[src/rtl/load_data_aligner_pkg.sv]
// Shared load-type codes, queue entry layout and alignment helper for the load data aligner.
package load_data_aligner_pkg;

  localparam int unsigned TYPE_W = 3;
  localparam int unsigned OFF_W  = 2;
  localparam int unsigned DEST_W = 5;
  localparam int unsigned DATA_W = 32;

  typedef enum logic [TYPE_W-1:0] {
    LD_B  = 3'b000,
    LD_H  = 3'b001,
    LD_W  = 3'b010,
    LD_BU = 3'b100,
    LD_HU = 3'b101
  } ld_type_e;

  typedef struct packed {
    logic              valid;
    logic              filled;
    logic              kill;
    logic              ale;
    logic [TYPE_W-1:0] ty;
    logic [OFF_W-1:0]  off;
    logic [DEST_W-1:0] dest;
    logic [DATA_W-1:0] data;
  } ld_entry_t;

  // Unknown type codes behave as LW, so they need a word-aligned offset.
  function automatic logic ld_misaligned(input logic [TYPE_W-1:0] ty,
                                         input logic [OFF_W-1:0]  off);
    logic mis;
    mis = 1'b0;
    case (ty)
      LD_B, LD_BU: mis = 1'b0;
      LD_H, LD_HU: mis = off[0];
      default:     mis = (off != '0);
    endcase
    return mis;
  endfunction

endpackage

[src/rtl/load_data_aligner_extend.sv]
// Combinational byte/half/word extraction and sign/zero extension of a returned load word.
module load_extend
  import load_data_aligner_pkg::*;
(
  input  logic [TYPE_W-1:0] ty_i,
  input  logic [OFF_W-1:0]  off_i,
  input  logic [DATA_W-1:0] word_i,
  output logic [DATA_W-1:0] result_o
);

  logic [7:0]  byte_v;
  logic [15:0] half_v;

  always_comb begin
    byte_v   = word_i[{off_i, 3'b000} +: 8];
    half_v   = off_i[1] ? word_i[31:16] : word_i[15:0];
    result_o = word_i;
    case (ty_i)
      LD_B:    result_o = {{24{byte_v[7]}}, byte_v};
      LD_BU:   result_o = {24'h0, byte_v};
      LD_H:    result_o = {{16{half_v[15]}}, half_v};
      LD_HU:   result_o = {16'h0, half_v};
      default: result_o = word_i;
    endcase
  end

endmodule

[src/rtl/load_data_aligner.sv]
// In-order outstanding-load queue between the MEM stage, the SRAM-like data port and WB.
// Optional misaligned-address trapping is enabled by defining LOAD_ALE_CHECK_EN.
module load_data_aligner
  import load_data_aligner_pkg::*;
#(
  parameter int unsigned DEPTH = 2
) (
  input  logic              clk,
  input  logic              resetn,
  input  logic              req_valid,
  output logic              req_ready,
  input  logic [OFF_W-1:0]  req_off,
  input  logic [TYPE_W-1:0] req_type,
  input  logic [DEST_W-1:0] req_dest,
  output logic              mem_req,
  input  logic              mem_addr_ok,
  input  logic              mem_data_ok,
  input  logic [DATA_W-1:0] mem_rdata,
  input  logic              flush,
  output logic              rsp_valid,
  input  logic              rsp_ready,
  output logic [DATA_W-1:0] rsp_data,
  output logic [DEST_W-1:0] rsp_dest,
  output logic              rsp_ale
);

  localparam int unsigned PW = $clog2(DEPTH);
  localparam int unsigned CW = PW + 1;
  localparam logic [CW-1:0] DEPTH_C = CW'(DEPTH);

  ld_entry_t        q_q [DEPTH];
  ld_entry_t        q_d [DEPTH];
  logic [PW-1:0]    head_q, head_d, fill_q, fill_d, tail_q, tail_d;
  logic [CW-1:0]    count_q, count_d;

  ld_entry_t        head_e;
  logic             misalign, space, issue, pop;
  logic             fill_hit;
  logic [PW-1:0]    fill_idx, fill_probe;

`ifdef LOAD_ALE_CHECK_EN
  assign misalign = ld_misaligned(req_type, req_off);
`else
  assign misalign = 1'b0;
`endif

  assign space     = resetn & ~flush & (count_q < DEPTH_C);
  assign mem_req   = req_valid & space & ~misalign;
  assign req_ready = misalign ? space : (mem_req & mem_addr_ok);
  assign issue     = req_valid & req_ready;

  assign head_e    = q_q[head_q];
  assign rsp_valid = head_e.valid & head_e.filled & ~head_e.kill;
  assign pop       = head_e.valid & head_e.filled & (head_e.kill | rsp_ready);
  assign rsp_dest  = head_e.dest;
  assign rsp_ale   = head_e.ale;

  load_extend u_extend (
    .ty_i    (head_e.ty),
    .off_i   (head_e.off),
    .word_i  (head_e.data),
    .result_o(rsp_data)
  );

  // Pre-filled (ALE) entries break the fill pointer's contiguity, so the data_ok
  // target is the first unfilled valid entry found scanning forward from fill_q.
  always_comb begin
    fill_hit   = 1'b0;
    fill_idx   = fill_q;
    fill_probe = fill_q;
    for (int unsigned i = 0; i < DEPTH; i++) begin
      fill_probe = fill_q + PW'(i);
      if (!fill_hit && q_q[fill_probe].valid && !q_q[fill_probe].filled) begin
        fill_hit = 1'b1;
        fill_idx = fill_probe;
      end
    end
  end

  always_comb begin
    q_d     = q_q;
    head_d  = head_q;
    fill_d  = fill_q;
    tail_d  = tail_q;
    count_d = count_q;

    if (pop) begin
      q_d[head_q].valid = 1'b0;
      head_d            = head_q + PW'(1);
    end

    if (mem_data_ok && fill_hit) begin
      q_d[fill_idx].filled = 1'b1;
      q_d[fill_idx].data   = mem_rdata;
      fill_d               = fill_idx + PW'(1);
    end

    if (flush) begin
      for (int unsigned i = 0; i < DEPTH; i++) begin
        if (q_q[i].valid) q_d[i].kill = 1'b1;
      end
    end

    if (issue) begin
      q_d[tail_q] = '{valid:  1'b1,
                      filled: misalign,
                      kill:   1'b0,
                      ale:    misalign,
                      ty:     req_type,
                      off:    req_off,
                      dest:   req_dest,
                      data:   '0};
      tail_d      = tail_q + PW'(1);
    end

    case ({issue, pop})
      2'b10:   count_d = count_q + CW'(1);
      2'b01:   count_d = count_q - CW'(1);
      default: count_d = count_q;
    endcase
  end

  always_ff @(posedge clk or negedge resetn) begin
    if (!resetn) begin
      head_q  <= '0;
      fill_q  <= '0;
      tail_q  <= '0;
      count_q <= '0;
      for (int unsigned i = 0; i < DEPTH; i++) q_q[i] <= '0;
    end else begin
      head_q  <= head_d;
      fill_q  <= fill_d;
      tail_q  <= tail_d;
      count_q <= count_d;
      q_q     <= q_d;
    end
  end

endmodule

[config.mk]
export PLATFORM = sky130hd
export DESIGN_NAME = load_data_aligner
export DESIGN_NICKNAME = d
export VERILOG_FILES = /design/src/rtl/load_data_aligner_pkg.sv /design/src/rtl/load_data_aligner_extend.sv /design/src/rtl/load_data_aligner.sv
export SDC_FILE = /design/constraint.sdc
export NUM_CORES = 1
export LEC_CHECK = 0
export CAP_MARGIN = 20
export CORE_UTILIZATION = 47
export CTS_CLUSTER_DIAMETER = 60
export DETAILED_ROUTE_END_ITERATION = 8
export GPL_ROUTABILITY_DRIVEN = 0
export PLACE_DENSITY = 0.84
export SYNTH_ARGS = -nofsm -noshare
export SYNTH_HDL_FRONTEND = slang
export SYNTH_SLANG_ARGS = --single-unit
[constraint.sdc]
create_clock -name clk -period 2.1 [get_ports clk]
set_clock_uncertainty 0.15 [all_clocks]
set_input_delay 0.42 -clock clk [delete_from_list [all_inputs] [get_ports clk]]
set_output_delay 0.42 -clock clk [all_outputs]
set_load 0.005 [all_outputs]
==> flow_summary.yaml <==
place:
  dp_hpwl_um: 9950
  numPortBuffers: 88
  place_ws_ps: -684
  dp_cells: 759
floorplan:
  initial_core_util_pct: 49.0
  ios: 90
  die_w_um: 103
  die_y_um: 103
  coreArea_mm2: 0.00986
  die_area_mm2: 0.0107
  rows: 36
hold_path:
  hold_path.class: "reg -> reg"
status:
  outcome: "finished, violations left"
  violations: "setup timing"
cells_and_area:
  final_nets: 722
  layout_commonest_cell: "nand2_1"
  area_growth_pct: 47.0
  fin_cells: 810
  fillers: 589
  final_cell_mix: "nand2_1, dfrtp_1, a21oi_1"
  num_antenna_cells: 0
  drive_gt1_share_pct: 32.3
  final_util_pct: 72.0
detailed_routing:
  wl_per_cell_um: 22.6
  dr_total_vias: 5114
  drtIter0Drc: 616
  drc: 0
  postRouteAntennaNets: 0
  drt-pass1-iter-count: 5
  post_drt_via_cell_ratio: 6.31
  wirelength_um: 18300
synthesis:
  yosys_register_bits: 95
  seq_area_frac_synth_pct: 49.2
  synth-adder-area-share_pct: 0.259
  synth_edf_count: 0
  synthMuxAreaShare_pct: 15.5
  synth_xor_xnor_area_share_pct: 0.725
  syn_nets: 557
  ys_async_sr_fraction_pct: 100
  synth_cell_types: 46
  synth-simple-area-share_pct: 15.3
  syn_area_per_cell_um2: 9.53
  synth_top_family_by_area: "multiplexers"
  synth_warnings: 0
  synth_ff_type: "dfrtp_1"
  syn-instance-count: 507
  synthesis.area_mm2: 0.00483
  synth-compound-area-share_pct: 15.2
setup_path:
  slowest_stage: "dfrtp_2"
  crit_required_ps: 1530
  cp-end-kind: "output pin"
  crit_path_start_kind: "flop"
  path_max_fanout: 4
  worstSetupPathType: "reg -> out"
  critPathArrivalTime_ps: 2320
  cp_cell_sequence: "buf_12 -> mux2i_4 -> mux2i_1 -> a32o_2 -> or3b_4 -> buf_6"
  crit_path_max_incr_delay_ps: 430
grt:
  overflow: 0
  grt_usage_pct: 32.9
  grt_max_degree: 52
  antenna_found_initial: 0
  grt_pass1_wl_um: 25900
  grt_pass1_vias: 4924
power_and_ir_drop:
  vdd_drop_max_uv: 946
  p_leak_nw: 3.18
  powerDensity_mw_per_mm2: 1650
sta:
  max_slew.worst_pin.slew_ps: 578
  max_slew_margin_pct: 61.5
  rsz0062_at_grt: "true"
  fin_ws_ps: -793
  setup_viol: 40
  final_max_slew_viol_count: 0
  max_freq_mhz: 346
  final.setup.tns_ps: -24960
  period_share_pct: 138
  fin_crit_ps: 2890
  final-hold-violation-count: 0
flow_run:
  maxCapViolations: 0
clocking:
  clock_latency_ps: 380
  clk_pin_slew_worst_paths_ps: 90
  root_buffer: "clkbuf_8"
  cts.sinks: 95
  clockBufferDepth: 2
  htree_levels: 3
  cts_tree: "built"
  numCtsBuffers: 9
path summary, 6_finish.rpt:
kind | to | slack [ps] | depth (start not counted) | startpoint
worst min register to register | q_q[33]$_DFFE_PN0P_ | 350 | 1 | q_q[33]$_DFFE_PN0P_
min in group asynchronous | count_q[1]$_DFFE_PN0P_ | 550 | 3 | resetn
worst min-delay path | q_q[33]$_DFFE_PN0P_ | 350 | 1 | q_q[33]$_DFFE_PN0P_
worst max register to register | count_q[1]$_DFFE_PN0P_ | -270 | 11 | head_q$_DFFE_PN0N_
max in group asynchronous | head_q$_DFFE_PN0N_ | 370 | 4 | resetn
worst max-delay path | rsp_data[15] | -790 | 6 | head_q$_DFFE_PN0N_
stage by stage:
step | area [um2] | hold slack [ps] | total power [mW]
3_5_place_dp | 6300 | 329 | 8.64
6_report | 7100 | 351 | 11.7
5_1_grt | 7100 | 367 | 12.2
2_1_floorplan | 4840 | -25.6 | 5.80
4_1_cts | 6910 | 351 | 10.6
3_3_place_gp | 6300 | 304 | 8.40
synthesized netlist by cell type (all sizes together), types with 2 or more instances:
library cell    n  share of area (%)
inv             3               0.23
buf            19                2.3
nor2b           2               0.26
dfrtp          95                 49
o211ai         18                2.9
mux2           27                6.3
nor3            2               0.21
clkbuf         15                1.2
o21bai          2               0.39
a211o           7                1.3
o221ai          7                1.3
nand2         142                 11
a21oi          67                6.9
o21ai           8               0.83
nor2           24                2.2
mux2i          43                9.2
or2             2               0.26
xnor2           3               0.54
a32o            3               0.62
registers in the layout, indices dropped and copies added, names as in the netlist:
signal	flops
fill_q	1
tail_q	1
q_q	90
count_q	2
head_q	1
worst max-delay path: cells and delay by family, from the launching register on:
kind	cells	cell delay [ps]
multiplexers	2	530
flip-flops	1	430
AND/OR/NAND/NOR	1	420
AO/OA/AOI/OAI	1	300
buffers and inverters	2	260
power breakdown:
group	internal, mW	leakage, nW	switching [mW]
Combinational	3.71	1.88	3.48
Clock	0.437	0.0829	0.683
Sequential	2.66	1.22	0.762
layout make-up:
cell class | count | area (um2) | share of cell area, %
Multi-Input combinational cell | 374 | 2630 | 37.1
Clock inverter | 6 | 46.3 | 0.652
Timing Repair Buffer | 188 | 1740 | 24.4
Inverter | 4 | 15.0 | 0.211
Clock buffer | 10 | 128 | 1.80
Sequential cell | 95 | 2380 | 33.5
Tap cell | 133 | 166 | 2.34
timing repair:
action / in CTS / in global routing
endpoints found under the setup margin: 41 / 92
pin swaps: 27 / 25
gates resized for setup: 214 / 50
buffers inserted: 21 / 12
hold endpoints to repair: 26 / 0
gates cloned: 2 / 0
hold buffers: 1 / 0
kinds of logic (layout without fill, tap and decap cells):
| logic type | Yosys count | after routing |
|---|---|---|
| multiplexers | 70 | 70 |
| buffers and inverters | 38 | 208 |
| other | 1 | 1 |
| AND/OR/NAND/NOR | 180 | 180 |
| XOR/XNOR | 4 | 4 |
| adder cells (fa/ha/maj) | 1 | 1 |
| AO/OA/AOI/OAI | 118 | 118 |
| flip-flops | 95 | 95 |
per-layer routing:
layer / vias to the layer above / track usage, % / share of wire, %
li1: 2095 / - / -
met1: 2456 / 40.5 / 36
met2: 424 / 53.4 / 47
met3: 139 / 6.59 / 9.7
met4: 0 / 20.7 / 7.6
met5: - / 0 / 0
Power figures use the tool's default switching activity.
